==> src/rtl/music_pkg.sv <==
// Shared definitions for the music sequencer: FSM state encoding and stream byte codes.
// Optional build macro: MUSIC_SEQ_LOOP_EN (looping playback, consumed by music_sequencer).
package music_pkg;

    typedef enum logic [2:0] {
        ST_IDLE       = 3'd0,
        ST_FETCH_NOTE = 3'd1,
        ST_WAIT_NOTE  = 3'd2,
        ST_FETCH_DUR  = 3'd3,
        ST_WAIT_DUR   = 3'd4,
        ST_PLAY       = 3'd5,
        ST_DONE       = 3'd6
    } state_t;

    localparam logic [7:0] END_OF_SONG = 8'h00;
    localparam int         REST_BIT    = 7;

    // A duration byte of zero encodes the longest note, 256 ticks.
    function automatic logic [8:0] decode_duration(input logic [7:0] dur_byte);
        return (dur_byte == 8'h00) ? 9'd256 : {1'b0, dur_byte};
    endfunction

endpackage

==> src/rtl/tick_gen.sv <==
// Tempo tick generator: while enabled, emits a one-clock tick every TICK_DIV clocks.
// Dropping enable returns the count to zero so every enable period starts a fresh tick.
module tick_gen #(
    parameter int TICK_DIV = 12000
) (
    input  logic clk,
    input  logic reset,
    input  logic en,
    output logic tick
);

    localparam int            CW       = (TICK_DIV > 2) ? $clog2(TICK_DIV) : 1;
    localparam logic [CW-1:0] CNT_LAST = CW'(TICK_DIV - 1);

    logic [CW-1:0] cnt_q;
    logic [CW-1:0] cnt_d;

    always_comb begin
        cnt_d = '0;
        if (en) begin
            cnt_d = (cnt_q == CNT_LAST) ? '0 : cnt_q + 1'b1;
        end
    end

    assign tick = en && (cnt_q == CNT_LAST);

    always_ff @(posedge clk or negedge reset) begin
        if (!reset) begin
            cnt_q <= '0;
        end else begin
            cnt_q <= cnt_d;
        end
    end

endmodule

==> src/rtl/music_sequencer.sv <==
// Music sequencer: fetches note/duration byte pairs from a latency-DEC_LAT stream decoder
// and plays them on a tempo tick. Define MUSIC_SEQ_LOOP_EN to loop the song forever.
module music_sequencer
    import music_pkg::*;
#(
    parameter int TICK_DIV = 12000,
    parameter int DEC_LAT  = 3
) (
    input  logic       clk,
    input  logic       reset,
    input  logic       start,
    input  logic       stop,
    input  logic [7:0] value,
    output logic       read,
    output logic       restart,
    output logic [6:0] note,
    output logic       gate,
    output logic       busy,
    output logic       done
);

    localparam logic [3:0] WAIT_LAST = 4'(DEC_LAT - 1);

    state_t     state_q,   state_d;
    logic [3:0] wait_q,    wait_d;
    logic       rest_q,    rest_d;
    logic [6:0] note_q,    note_d;
    logic [8:0] dur_q,     dur_d;
    logic [8:0] beat_q,    beat_d;
    logic       restart_q, restart_d;

    logic play_en;
    logic tick;
    logic last_beat;

    assign play_en   = (state_q == ST_PLAY);
    assign last_beat = (beat_q == dur_q - 9'd1);

    tick_gen #(
        .TICK_DIV(TICK_DIV)
    ) u_tick_gen (
        .clk  (clk),
        .reset(reset),
        .en   (play_en),
        .tick (tick)
    );

    always_comb begin
        state_d   = state_q;
        wait_d    = wait_q;
        rest_d    = rest_q;
        note_d    = note_q;
        dur_d     = dur_q;
        beat_d    = beat_q;
        restart_d = 1'b0;

        if (stop) begin
            // Stop overrides everything, including a simultaneous start.
            state_d   = ST_IDLE;
            wait_d    = '0;
            beat_d    = '0;
            restart_d = 1'b1;
        end else begin
            case (state_q)
                ST_IDLE, ST_DONE: begin
                    if (start) begin
                        state_d = ST_FETCH_NOTE;
                    end
                end

                ST_FETCH_NOTE: begin
                    wait_d  = '0;
                    state_d = ST_WAIT_NOTE;
                end

                ST_WAIT_NOTE: begin
                    if (wait_q == WAIT_LAST) begin
                        wait_d = '0;
                        if (value == END_OF_SONG) begin
`ifdef MUSIC_SEQ_LOOP_EN
                            restart_d = 1'b1;
                            state_d   = ST_FETCH_NOTE;
`else
                            state_d   = ST_DONE;
`endif
                        end else begin
                            rest_d = value[REST_BIT];
                            if (!value[REST_BIT]) begin
                                note_d = value[6:0];
                            end
                            state_d = ST_FETCH_DUR;
                        end
                    end else begin
                        wait_d = wait_q + 4'd1;
                    end
                end

                ST_FETCH_DUR: begin
                    wait_d  = '0;
                    state_d = ST_WAIT_DUR;
                end

                ST_WAIT_DUR: begin
                    if (wait_q == WAIT_LAST) begin
                        wait_d  = '0;
                        dur_d   = decode_duration(value);
                        beat_d  = '0;
                        state_d = ST_PLAY;
                    end else begin
                        wait_d = wait_q + 4'd1;
                    end
                end

                ST_PLAY: begin
                    if (tick) begin
                        if (last_beat) begin
                            beat_d  = '0;
                            state_d = ST_FETCH_NOTE;
                        end else begin
                            beat_d = beat_q + 9'd1;
                        end
                    end
                end

                default: begin
                    state_d = ST_IDLE;
                end
            endcase
        end
    end

    always_ff @(posedge clk or negedge reset) begin
        if (!reset) begin
            state_q   <= ST_IDLE;
            wait_q    <= '0;
            rest_q    <= 1'b0;
            note_q    <= '0;
            dur_q     <= '0;
            beat_q    <= '0;
            restart_q <= 1'b0;
        end else begin
            state_q   <= state_d;
            wait_q    <= wait_d;
            rest_q    <= rest_d;
            note_q    <= note_d;
            dur_q     <= dur_d;
            beat_q    <= beat_d;
            restart_q <= restart_d;
        end
    end

    assign read    = (state_q == ST_FETCH_NOTE) || (state_q == ST_FETCH_DUR);
    assign restart = restart_q;
    assign note    = note_q;
    assign busy    = (state_q != ST_IDLE) && (state_q != ST_DONE);
    assign done    = (state_q == ST_DONE);
    // The final tick of a multi-tick note is left silent to articulate repeated notes.
    assign gate    = play_en && !rest_q && !(last_beat && (dur_q >= 9'd2));

endmodule

==> config.mk <==
export PLATFORM = sky130hd
export DESIGN_NAME = music_sequencer
export DESIGN_NICKNAME = d
export VERILOG_FILES = /design/src/rtl/music_pkg.sv /design/src/rtl/tick_gen.sv /design/src/rtl/music_sequencer.sv
export SDC_FILE = /design/constraint.sdc
export NUM_CORES = 1
export LEC_CHECK = 0
export ABC_AREA = 1
export BUFFER_PORTS_ARGS = -buffer_cell sky130_fd_sc_hd__buf_2
export CORE_ASPECT_RATIO = 1.4
export CORE_MARGIN = 4
export CORE_UTILIZATION = 48
export DETAILED_ROUTE_END_ITERATION = 8
export HOLD_SLACK_MARGIN = 0.02
export PLACE_DENSITY = 0.72
export SYNTH_ARGS = -nofsm -noshare
export SYNTH_HDL_FRONTEND = slang
export SYNTH_SLANG_ARGS = --single-unit
export TNS_END_PERCENT = 50
==> constraint.sdc <==
create_clock -name clk -period 2.4 [get_ports clk]
set_clock_uncertainty 0.15 [all_clocks]
set_input_delay 0.48 -clock clk [delete_from_list [all_inputs] [get_ports clk]]
set_output_delay 0.48 -clock clk [all_outputs]
set_load 0.1 [all_outputs]
### After elaboration in Yosys (flattened, before gate mapping)

Cells that the tools add are included.

| operators by class | value |
|---|---|
| shifts and indexed selects | 0 |
| magnitude comparators | 1 |
| eq/ne operators | 15 |
| muxes and demuxes | 20 |
| divide/modulo/power cells | 0 |
| $mul | 0 |
| $add $sub $neg | 4 |
| bitwise gates (word level) | 3 |
| reductions and logical operators | 21 |

Operators with widths:

| kind | count |
|---|---|
| two-way mux 9 bit | 5 |
| two-way mux 14 bit | 2 |
| two-way mux 3 bit | 7 |
| one-hot mux 3 bit (6 select lines) | 1 |
| one-hot mux 9 bit (2 select lines) | 1 |
| adder 14 x 1 -> 14 bit, second input constant | 1 |
| equality test 14 bit, second input constant | 1 |
| inequality test 3 bit, second input constant | 4 |
| AND reduction 5 bit | 2 |
| adder 9 x 1 -> 9 bit, second input constant | 1 |
| equality test 3 bit, second input constant | 3 |
| equality test 9 bit | 1 |
| >= comparator 9 x 2 -> 1 bit, second input constant | 1 |
| nonzero test 3 bit | 3 |
| subtractor 9 x 1 -> 9 bit, second input constant | 1 |
| logical NOT 8 bit | 1 |
| two-way mux 4 bit | 2 |
| one-hot mux 4 bit (2 select lines) | 1 |
| equality test 3 x 2 -> 1 bit, second input constant | 2 |
| inequality test 3 x 2 -> 1 bit, second input constant | 2 |
| AND reduction 3 bit | 2 |
| OR reduction 2 bit | 3 |
| logical AND 1 bit | 5 |
| adder 4 x 1 -> 4 bit, second input constant | 1 |
| 8 further kinds | 11 |

| word-level totals | value |
|---|---|
| RAM bits | 0 |
| bits in registers | 48 |
| input port bits | 12 |
| output and inout bits | 12 |
| word-level logic and storage cells | 72 |
| memories | 0 |
| ROM bits | 0 |
| bits in latches | 0 |

### Longest topological paths before layout

Gate-level depths: netlist (run 1).

| depth | value |
|---|---|
| depth after elaboration | 6 |
| depth in mapped cells | 14 |
| mapped depth without buffers | 14 |

### Modules after synthesis

A second synthesis (run 1) with hierarchy kept.

| unflattened totals | value |
|---|---|
| cell total of the unflattened synthesis | 372 |
| area, all modules | 2919.0 um^2 |

Modules (own cells, without submodules):

| module | seq. area each (um^2) | area each (um^2) | instances | cells each |
|---|---|---|---|---|
| music_sequencer | 850.8 | 2137.0 | 1 | 267 |
| tick_gen | 350.3 | 782.0 | 1 | 105 |

### Least setup slack after synthesis (run 1)

Ideal clock, no wire load.

| path | value |
|---|---|
| path type | register to output |
| start | register state_q[0] |
| end | output done |
| required time | 1770 ps |
| slack | -782 ps |
| path buffers | 0 |
| cell stages (with the launch flop) | 2 |
| arrival | 2552 ps |
| cell sequence | dfrtp_1 nor3_1 |

| between the ends | value |
|---|---|
| longest elaborated chain between the ends | 1 |

Ends and longest elaborated chain:

| element | RTL line | text |
|---|---|---|
| start, declared | music_sequencer.sv:24 | `state_t state_q, state_d;` |
| start signal, assigned | music_sequencer.sv:142 | `state_q <= state_d;` |
| equality test 3 bit | music_sequencer.sv:156 | `assign done = (state_q == ST_DONE);` |
| end, declared | music_sequencer.sv:19 | `output logic done` |

Every way passes these cells.

### Worst setup path in the final report (run 1)

| path | value |
|---|---|
| start | register dur_q[0] |
| end | output gate |

| between the ends | value |
|---|---|
| longest elaborated chain between the ends | 5 |
| elaborated cells on any way between the ends | 6 |
| those cells by class | 1 x add/sub; 1 x order compare; 1 x eq/ne; 3 x reduce/logical |

Ends and longest elaborated chain:

| element | RTL line | text |
|---|---|---|
| start, declared | music_sequencer.sv:28 | `logic [8:0] dur_q, dur_d;` |
| start signal, assigned | music_sequencer.sv:146 | `dur_q <= dur_d;` |
| subtractor 9 x 1 -> 9 bit | music_sequencer.sv:37 | `assign last_beat = (beat_q == dur_q - 9'd1);` |
| equality test 9 bit | music_sequencer.sv:37 |  |
| logical AND 1 bit (*) | music_sequencer.sv:158 | `assign gate = play_en && !rest_q && !(last_beat && (dur_q >= 9'd2));` |
| logical NOT 1 bit (*) | music_sequencer.sv:158 |  |
| logical AND 1 bit (*) | music_sequencer.sv:158 |  |
| end, declared | music_sequencer.sv:17 | `output logic gate,` |

Every way passes the cells marked *; elsewhere a longest branch is shown, timed or not.

==> results of run 1 <==
[cells by family (layout without fill, tap and decap cells)]
group,Yosys count,count (layout),share of synthesized area
adders and majority gates,6,6,0.02661
muxes,1,1,0.003991
xor gates and xnor gates,9,9,0.02794
and+or+nand+nor,193,193,0.3211
DFF,48,48,0.4257
buffers and inverters,63,106,0.08603
AOI/OAI and AO/OA,54,54,0.1086
[timing repair]
action                                  in CTS  in global routing
gates cloned                                 0                  0
buffers inserted                             2                  2
endpoints found under the setup margin       1                  1
pin swaps                                    5                  7
gates resized for setup                     12                 12
[routing by layer]
metal | track usage | vias up | part of all wire
met4 | 0.05398 | 0 | 0.018
met2 | 0.3345 | 34 | 0.54
met5 | 0 | - | 0
met3 | 0.02857 | 11 | 0.023
li1 | - | 1275 | -
met1 | 0.2183 | 1163 | 0.42
[per-stage QoR]
stage | hold WS [ns] | TNS (ns) | util | area, µm² | cells
final | 0.04454 | -0.1887 | 0.5908 | 3312 | 485
after global routing | 0.09886 | -0.2623 | 0.5908 | 3312 | 485
after CTS | 0.06872 | -0.1784 | 0.5815 | 3259 | 483
after detailed placement | 0.3122 | -0.08443 | 0.5520 | 3094 | 473
after global placement | 0.3061 | -0.06676 | 0.5520 | 3094 | 473
after floorplan | 0.03441 | 0 | - | 2829 | 374
[sequential cells by signal (all words and copies together) (netlist names)]
signal and flops:
restart 1, state_q 3, note 7, dur_q 9, u_tick_gen.cnt_q 14, wait_q 4, rest_q 1, beat_q 9
[report_power, final]
| group | leakage, nW | switching (mW) | total, mW | internal (mW) |
|---|---|---|---|---|
| Sequential | 0.634 | 0.0470 | 0.908 | 0.861 |
| Combinational | 0.911 | 0.509 | 0.679 | 0.170 |
| Clock | 0.0541 | 0.282 | 0.591 | 0.309 |
| Total | 1.60 | 0.838 | 2.18 | 1.34 |
[cell usage after synthesis, types with 5 or more instances]
cell	count	share of area
nor2_2	6	0.013
nor2_1	45	0.060
nand3_1	26	0.046
dfrtp_1	48	0.43
nand2_1	87	0.12
o21ai_2	5	0.016
nand4_1	9	0.020
ha_1	6	0.027
inv_1	56	0.075
xnor2_1	5	0.016
o21ai_0	24	0.043
a21oi_1	16	0.028
[path summary, 6_finish.rpt]
| path | from | end | slack (ns) | depth (start not counted) |
|---|---|---|---|---|
| hold / removal | reset | u_tick_gen.cnt_q[8] | 0.04 | 1 |
| hold reg to reg | u_tick_gen.cnt_q[0] | u_tick_gen.cnt_q[0] | 0.32 | 1 |
| setup / recovery | dur_q[0] | gate | -0.19 | 13 |
| setup reg to reg | dur_q[0] | beat_q[8] | 0.17 | 17 |
| max in group asynchronous | reset | dur_q[2] | 1.42 | 2 |
| min in group clk | value[6] | dur_q[6] | 0.24 | 3 |
[final cells by class]
| type | count | area, µm² | share of cell area |
|---|---|---|---|
| Inverter | 60 | 225.2 | 0.06800 |
| Tap cell | 68 | 85.08 | 0.02569 |
| Clock buffer | 5 | 68.82 | 0.02078 |
| Sequential cell | 48 | 1202 | 0.3631 |
| Clock inverter | 3 | 42.54 | 0.01284 |
| Timing Repair Buffer | 38 | 250.2 | 0.07556 |
| Multi-Input combinational cell | 263 | 1438 | 0.4341 |
==> impl_metrics.env, run 1 <==
export IMPL_status="finished with violations"
export IMPL_violations="negative setup slack"
export IMPL_place_ws_ns=-0.08443
export IMPL_synth_area_per_cell_um2=7.544
export IMPL_core_area_um2=5605
export IMPL_worstPathMaxFanout=2
export IMPL_antenna_cells=0
export IMPL_max_stage_delay_ns=0.40
export IMPL_layout_commonest_cell="nand2_1"
export IMPL_drive_above_1_share=0.2158
export IMPL_gp_congestion=0.8968
export IMPL_die_w_um=72.80
export IMPL_die_area_um2=7186
export IMPL_grt_overflow=0
export IMPL_clk_pin_slew_ns=0.10
export IMPL_wl_um=6145
export IMPL_portBuffers=23
export IMPL_ys_ff_latch=48
export IMPL_p_per_area_nw_per_um2=657.5
export IMPL_async_reset_ff_frac=1.000
export IMPL_leakage_nw=1.599
export IMPL_syn_inst=374
export IMPL_setup_viol=1
export IMPL_yosysSeqAreaShare=0.4257
export IMPL_maxCapViolations=0
export IMPL_antenna_found_initial=0
export IMPL_synthFlopType="dfrtp_1"
export IMPL_fillCellCount=515
export IMPL_power_total_mw=2.178
export IMPL_avgRoutedWirePerCell_um=12.67
export IMPL_relSlewSlack=0.5584
export IMPL_worstMarginPinSlew_ns=0.6624
export IMPL_grt_pass1_vias=2510
export IMPL_routed_via_count=2483
export IMPL_grtUsageTotal=0.1840
export IMPL_die_y_um=98.72
export IMPL_max_freq_ghz=0.3863
export IMPL_htreeDepth=2
export IMPL_final_nets=434
export IMPL_peakVddDrop_uv=453.3
export IMPL_cts_sinks=48
export IMPL_holdBufCountCts=0
export IMPL_synth_area_um2=2821
export IMPL_drc=0
export IMPL_start_util=0.5033
export IMPL_first_pass_iters=4
export IMPL_path_buf_inv=4
export IMPL_hold_path_class="primary input to async pin"
export IMPL_crit_required_ns=1.77
export IMPL_cts_made_buffers=5
export IMPL_crit_type="flip-flop to primary output"
export IMPL_ios=24
export IMPL_yosysUniqueCellTypes=33
export IMPL_synth_edf_count=0
export IMPL_dpl_hpwl_um=4755
export IMPL_grt_max_degree=30
export IMPL_timing_final_hold_violations=0
export IMPL_timing_final_ws_setup_ns=-0.1887
export IMPL_drt_iter0_markers=81
export IMPL_clock_latency_ns=0.31
export IMPL_synth_net_count=392
export IMPL_cts_buffer_depth=2
export IMPL_period_share=1.079
export IMPL_synth_warning_count=0
export IMPL_ant_nets=0
export IMPL_rsz0062_at_grt="yes"
export IMPL_path_delay_family="simple AND/OR/NAND/NOR gates"
export IMPL_cp_cell_sequence="inv_2, ha_4, inv_2, nand2_1, nand2_1, nand2_1, nor2_1, nand3_1, nor2_2, nand3_2, o21ai_2, inv_2, buf_12"
export IMPL_via_per_inst=5.120
export IMPL_endpoint_kind="primary output"
export IMPL_final_cell_mix="nand2_1 (85), inv_1 (52), dfrtp_1 (47)"
export IMPL_crit_path_top_delay_cell="dfrtp_1"
export IMPL_area_delta_synth_final_pct=17.38
export IMPL_clockRootBuffer="clkbuf_8"
export IMPL_rows=32
export IMPL_grt_pass1_wl_um=10740
export IMPL_timing_final_crit_period_ns=2.589
export IMPL_worst_setup_path_start_kind="flip-flop"
export IMPL_cp_arrival_ns=1.96
export IMPL_slew_viol_final=0
export IMPL_tritoncts="done"
(Power assumes the default switching activity.)
==> run 2, diff against run 1 <==
--- a/config.mk
+++ b/config.mk
@@ -5,7 +5,6 @@
 export SDC_FILE = /design/constraint.sdc
 export NUM_CORES = 1
 export LEC_CHECK = 0
-export ABC_AREA = 1
 export BUFFER_PORTS_ARGS = -buffer_cell sky130_fd_sc_hd__buf_2
 export CORE_ASPECT_RATIO = 1.4
 export CORE_MARGIN = 4
==> run 2 against run 1 <==
The run still ends with negative setup slack left. Worst setup slack got worse by 0.55 ns. Combinational power decreased by 43%. Critical path depth is 6 lower. Register-to-register slack worse by 0.34 ns. Count of clock-buffer cells in the layout unchanged. Clock power is 19% higher. Sequential power fell by 5.8%. Routed wire length down 1.7%.
==> impl_metrics.env, run 2 <==
export IMPL_via_per_inst=5.495
export IMPL_die_area_um2=7042
export IMPL_synthSimpleGateAreaFrac=0.2639
export IMPL_dpl_hpwl_um=4440
export IMPL_setup_viol=8
export IMPL_reg2reg_depth=10
export IMPL_timing_final_hold_violations=0
export IMPL_regMostFlops="u_tick_gen.cnt_q"
export IMPL_synth_most_common_cell="dfrtp_1"
export IMPL_cts_sinks=48
export IMPL_ios=24
export IMPL_crit_type="flip-flop to primary output"
export IMPL_slew_viol_final=0
export IMPL_synth_area_um2=2759
export IMPL_portBuffers=23
export IMPL_hold_path_class="primary input to async pin"
export IMPL_cp_arrival_ns=2.51
export IMPL_timing_final_crit_period_ns=3.136
export IMPL_reg2reg_from="dur_q[5]"
export IMPL_power_total_mw=1.940
export IMPL_max_freq_ghz=0.3189
export IMPL_htreeDepth=2
export IMPL_endpoint_kind="primary output"
export IMPL_cts_buffer_depth=2
export IMPL_crit_required_ns=1.77
export IMPL_rsz0062_at_grt="yes"
export IMPL_clock_latency_ns=0.31
export IMPL_synth_xor_area_share=0.07619
export IMPL_syn_inst=288
export IMPL_holdWs_ns=0.08841
export IMPL_fillCellCount=458
export IMPL_final_nets=371
export IMPL_layout_commonest_cell="dfrtp_1"
export IMPL_synth_compound_area_frac=0.1020
export IMPL_synth_net_count=306
export IMPL_drc=0
export IMPL_worst_setup_path_start_kind="flip-flop"
export IMPL_yosys_top_cells_area="dfrtp_1 (44%), mux2_2 (6.9%), xnor2_1 (5.7%)"
export IMPL_die_y_um=97.71
export IMPL_r2r_slack_ns=-0.17
export IMPL_antenna_found_initial=0
export IMPL_p_per_area_nw_per_um2=545.6
export IMPL_routed_via_count=2319
export IMPL_synth_fa_ha_area_frac=0.02721
export IMPL_async_reset_ff_frac=1.000
export IMPL_grtUsageTotal=0.1835
export IMPL_grt_max_degree=49
export IMPL_grt_overflow=0
export IMPL_timing_final_ws_setup_ns=-0.7356
export IMPL_start_util=0.4993
export IMPL_avgRoutedWirePerCell_um=14.31
export IMPL_reg_top3="u_tick_gen.cnt_q: 14 flops, beat_q: 9 flops, dur_q: 9 flops"
export IMPL_violations="negative setup slack"
export IMPL_grt_pass1_wl_um=10540
export IMPL_startpoint="dur_q[5]"
export IMPL_core_area_um2=5525
export IMPL_ant_nets=0
export IMPL_final_cell_mix="dfrtp_1 (47), buf_4 (40), nand2_1 (32)"
export IMPL_largest_reg_flops=14
export IMPL_relSlewSlack=0.5965
export IMPL_multiInputGateArea_um2=1617
export IMPL_status="finished with violations"
export IMPL_r2r_end="beat_q[7]"
export IMPL_area_delta_synth_final_pct=28.89
export IMPL_synth_common_cells="dfrtp_1 (48), nand2_1 (32), nor2_1 (30)"
export IMPL_gp_congestion=0.8825
export IMPL_first_pass_iters=4
export IMPL_antenna_cells=0
export IMPL_leakage_nw=1.603
export IMPL_yosysTopAreaCell="dfrtp_1"
export IMPL_rows=32
export IMPL_peakVddDrop_uv=359.9
export IMPL_wl_um=6040
export IMPL_tritoncts="done"
export IMPL_synth_warning_count=0
export IMPL_synth_edf_count=0
export IMPL_yosys_mux_area_fraction=0.07302
export IMPL_worstPathMaxFanout=2
export IMPL_synth_top_family_by_area="simple AND/OR/NAND/NOR gates"
export IMPL_die_w_um=72.08
export IMPL_grt_pass1_vias=2340
export IMPL_clk_pin_slew_ns=0.10
export IMPL_cts_made_buffers=5
export IMPL_yosysUniqueCellTypes=51
export IMPL_synth_area_per_cell_um2=9.580
export IMPL_clockRootBuffer="clkbuf_8"
export IMPL_period_share=1.306
export IMPL_ys_ff_latch=48
export IMPL_worstMarginPinSlew_ns=0.6052
export IMPL_seqCellArea_um2=1202
export IMPL_maxCapViolations=0
export IMPL_yosysTopAreaCellShare=0.4354
export IMPL_drt_iter0_markers=103
export IMPL_drive_above_1_share=0.3305
export IMPL_holdBufCountCts=0
export IMPL_synthFlopType="dfrtp_1"
export IMPL_yosysSeqAreaShare=0.4354
## run 2: changes by cell type after synthesis, sizes merged, moves of 6 or more
cell    change
mux2       +16
nand4       -6
nor4        +7
nand3      -15
xnor2      +13
nor2       -23
nand2      -61
inv        -53
nor2b       +6
clkbuf      +8
o21ai      -18
a21oi      -10
## run 2: how the worst max path moves through the flow
| stage | end |
|---|---|
| finish | gate |
| global route | gate |
| CTS | gate |
| detailed placement | gate |
| global placement | gate |
| floorplan | gate |
## run 2: kinds of logic (layout without fill, tap and decap cells)
| logic type | count (synthesis) | after routing |
|---|---|---|
| buffers and inverters | 16 | 82 |
| muxes | 18 | 18 |
| DFF | 48 | 48 |
| adders and majority gates | 6 | 6 |
| AOI/OAI and AO/OA | 39 | 39 |
| and+or+nand+nor | 137 | 137 |
| xor gates and xnor gates | 24 | 24 |
## run 2: area by class of cell
cell class,count,share of cell area
Clock buffer,5,0.01935
Clock inverter,3,0.01935
Inverter,7,0.007389
Multi-Input combinational cell,224,0.4546
Sequential cell,48,0.3381
Tap cell,68,0.02393
Timing Repair Buffer,67,0.1372
## run 2: layer usage
layer | global-route usage | part of all wire | vias to the layer above
met3 | 0.02174 | 0.015 | 12
met4 | 0.07670 | 0.021 | 0
met5 | 0 | 0 | -
met1 | 0.2332 | 0.42 | 1118
li1 | - | - | 1158
met2 | 0.3095 | 0.54 | 31
## run 2: where the power goes
group	internal, mW	total (mW)	leakage (nW)	switching [mW]
clock network	0.419	0.701	0.0687	0.282
registers	0.829	0.855	0.664	0.0260
logic	0.120	0.384	0.870	0.264
## run 2: worst max-delay path: stages (launching register included)
cell and delay, ns:
dfrtp_1 0.39, or4_4 0.55, o41a_1 0.34, o211ai_2 0.14
nor3b_4 0.27, nor2_4 0.06, a211oi_4 0.24, buf_12 0.21
## run 2: through the flow
step	cell area [µm²]	cells	utilization	worst slack, ns	TNS, ns
floorplan	2771	288	-	-0.9695	-1.062
global placement	3257	409	0.5894	-0.3800	-0.3800
global route	3556	422	0.6436	-0.8271	-2.414
CTS	3421	418	0.6191	-0.7624	-0.7624
finish	3556	422	0.6436	-0.7356	-1.487
detailed placement	3257	409	0.5894	-0.4422	-0.5103
## run 2: repair_timing
action                                  4_1_cts  5_1_grt
endpoints found under the setup margin        4       10
setup buffers                                 1        4
cloned                                        0        0
gates resized for setup                       4       19
pin swaps                                     1       11
==> run 3, diff against run 2 <==
--- a/config.mk
+++ b/config.mk
@@ -11,7 +11,7 @@
 export CORE_UTILIZATION = 48
 export DETAILED_ROUTE_END_ITERATION = 8
 export HOLD_SLACK_MARGIN = 0.02
-export PLACE_DENSITY = 0.72
+export PLACE_DENSITY = 0.66
 export SYNTH_ARGS = -nofsm -noshare
 export SYNTH_HDL_FRONTEND = slang
 export SYNTH_SLANG_ARGS = --single-unit
==> constraint.sdc (replaced) <==
create_clock -name clk -period 2.4 [get_ports clk]
set_clock_uncertainty 0.15 [all_clocks]
set_input_delay 0.12 -clock clk [delete_from_list [all_inputs] [get_ports clk]]
set_output_delay 0.12 -clock clk [all_outputs]
set_load 0.1 [all_outputs]
==> run 3 against run 2 <==
The run still ends with negative setup slack left. Hold slack worse by 0.046 ns. Cell area down 4.2%. Critical endpoint unchanged. Largest cell class unchanged. Largest power group unchanged. Highest routed layer unchanged. First-iteration DRC count up 17%.
==> impl_metrics.env, run 3 (synthesized netlist as in run 2, its figures left out) <==
export IMPL_drc=0
export IMPL_timing_final_hold_violations=0
export IMPL_ant_nets=0
export IMPL_worstMarginPinSlew_ns=0.6223
export IMPL_layout_commonest_cell="dfrtp_1"
export IMPL_clk_pin_slew_ns=0.09
export IMPL_rsz0062_at_grt="yes"
export IMPL_max_freq_ghz=0.3618
export IMPL_via_per_inst=5.450
export IMPL_clockRootBuffer="clkbuf_8"
export IMPL_largest_reg_flops=14
export IMPL_dpl_hpwl_um=4451
export IMPL_cp_arrival_ns=2.49
export IMPL_placed_area_um2=3154
export IMPL_die_area_um2=7042
export IMPL_gp_congestion=0.8186
export IMPL_cts_made_buffers=5
export IMPL_timing_final_crit_period_ns=2.764
export IMPL_maxCapViolations=0
export IMPL_path_delay_family="simple AND/OR/NAND/NOR gates"
export IMPL_peakVddDrop_uv=306.2
export IMPL_die_w_um=72.08
export IMPL_final_nets=367
export IMPL_core_area_um2=5525
export IMPL_antenna_cells=0
export IMPL_crit_required_ns=2.13
export IMPL_violations="negative setup slack"
export IMPL_htreeDepth=2
export IMPL_regMostFlops="u_tick_gen.cnt_q"
export IMPL_relSlewSlack=0.5851
export IMPL_avgRoutedWirePerCell_um=14.94
export IMPL_holdWs_ns=0.04269
export IMPL_max_stage_delay_ns=0.53
export IMPL_reg_top3="u_tick_gen.cnt_q: 14 flops, beat_q: 9 flops, dur_q: 9 flops"
export IMPL_final_cell_area_um2=3406
export IMPL_ios=24
export IMPL_period_share=1.152
export IMPL_path_buf_inv=1
export IMPL_final_cells=418
export IMPL_antenna_found_initial=0
export IMPL_startpoint="dur_q[5]"
export IMPL_fillCellCount=477
export IMPL_hold_path_class="primary input to flip-flop"
export IMPL_endpoint_kind="primary output"
export IMPL_slew_viol_final=0
export IMPL_clock_latency_ns=0.30
export IMPL_rows=32
export IMPL_cts_buffer_depth=2
export IMPL_setup_viol=3
export IMPL_tritoncts="done"
export IMPL_cp_cell_sequence="or4_4, o41a_1, o211ai_2, nor3b_4, nor2_4, a211oi_4, buf_12"
export IMPL_p_per_area_nw_per_um2=507.7
export IMPL_worstPathMaxFanout=2
export IMPL_start_util=0.4993
export IMPL_timing_final_ws_setup_ns=-0.3641
export IMPL_reg2reg_from="dur_q[5]"
export IMPL_power_total_mw=1.729
export IMPL_die_y_um=97.71
export IMPL_area_delta_synth_final_pct=23.45
export IMPL_worst_setup_path_start_kind="flip-flop"
export IMPL_drive_above_1_share=0.2629
export IMPL_drt_iter0_markers=120
export IMPL_grt_pass1_vias=2258
export IMPL_place_ws_ns=-0.07385
export IMPL_hp_start="start"
export IMPL_first_pass_iters=4
export IMPL_grt_overflow=0
export IMPL_routed_via_count=2278
export IMPL_crit_type="flip-flop to primary output"
export IMPL_leakage_nw=1.504
export IMPL_portBuffers=23
export IMPL_grtUsageTotal=0.1869
export IMPL_grt_max_degree=49
export IMPL_final_cell_mix="dfrtp_1 (47), nand2_1 (32), nor2_1 (30)"
export IMPL_dp_cells=397
export IMPL_wl_um=6244
export IMPL_grt_pass1_wl_um=10530
export IMPL_cts_sinks=48
export IMPL_status="finished with violations"
export IMPL_crit_path_top_delay_cell="or4_4"
## run 3: per-stage QoR
stage / TNS [ns] / utilization
3_3_place_gp: -0.01684 / 0.5709
3_5_place_dp: -0.07385 / 0.5709
5_1_grt: -0.9779 / 0.6164
4_1_cts: -0.4283 / 0.6067
2_1_floorplan: -0.7017 / -
6_report: -0.3958 / 0.6164
## run 3: layout make-up
class | instances | area, µm² | area share
flip-flops and latches | 48 | 1202 | 0.3530
multi-input cells | 225 | 1546 | 0.4541
inverters | 7 | 26.28 | 0.007715
clock inverters | 2 | 15.01 | 0.004409
well taps | 68 | 85.08 | 0.02498
clock buffers | 6 | 82.58 | 0.02425
repair buffers | 62 | 447.9 | 0.1315
## run 3: path summary, 6_finish.rpt
check | cells after the start | endpoint | slack (ns)
max | 7 | gate | -0.36
min | 4 | state_q[1] | 0.04
max reg2reg | 8 | state_q[2] | -0.02
min reg2reg | 1 | note[6] | 0.36
max in group asynchronous | 3 | dur_q[0] | 1.38
min in group asynchronous | 3 | beat_q[3] | 0.27
## run 3: timing repair
action                                  4_1_cts  5_1_grt
cloned                                        0        1
endpoints found under the setup margin        4       11
pin swaps                                     1        2
hold endpoints to repair                     68        0
gates resized for setup                       0        4
setup buffers                                 0        2
hold buffers                                 10        0
## run 3: routing by layer
layer  vias to the layer above  track usage  part of all wire
met4                         0      0.05933             0.019
met1                      1101       0.2219              0.42
li1                       1146            -                 -
met2                        19       0.3347              0.54
met3                        12      0.03106             0.019
met5                         -            0                 0
## run 3: worst min-delay path: cells and delay by family
| kind | cells | cell delay [ns] |
|---|---|---|
| compound gates | 2 | 0.20 |
| buf+inv | 1 | 0.09 |
| simple gates | 1 | 0.05 |
## run 3: where the power goes
| part | leakage [nW] | switching (mW) | total (mW) | internal (mW) |
|---|---|---|---|---|
| clock | 0.0434 | 0.274 | 0.507 | 0.233 |
| combinational | 0.796 | 0.246 | 0.355 | 0.109 |
| sequential | 0.664 | 0.0384 | 0.867 | 0.829 |
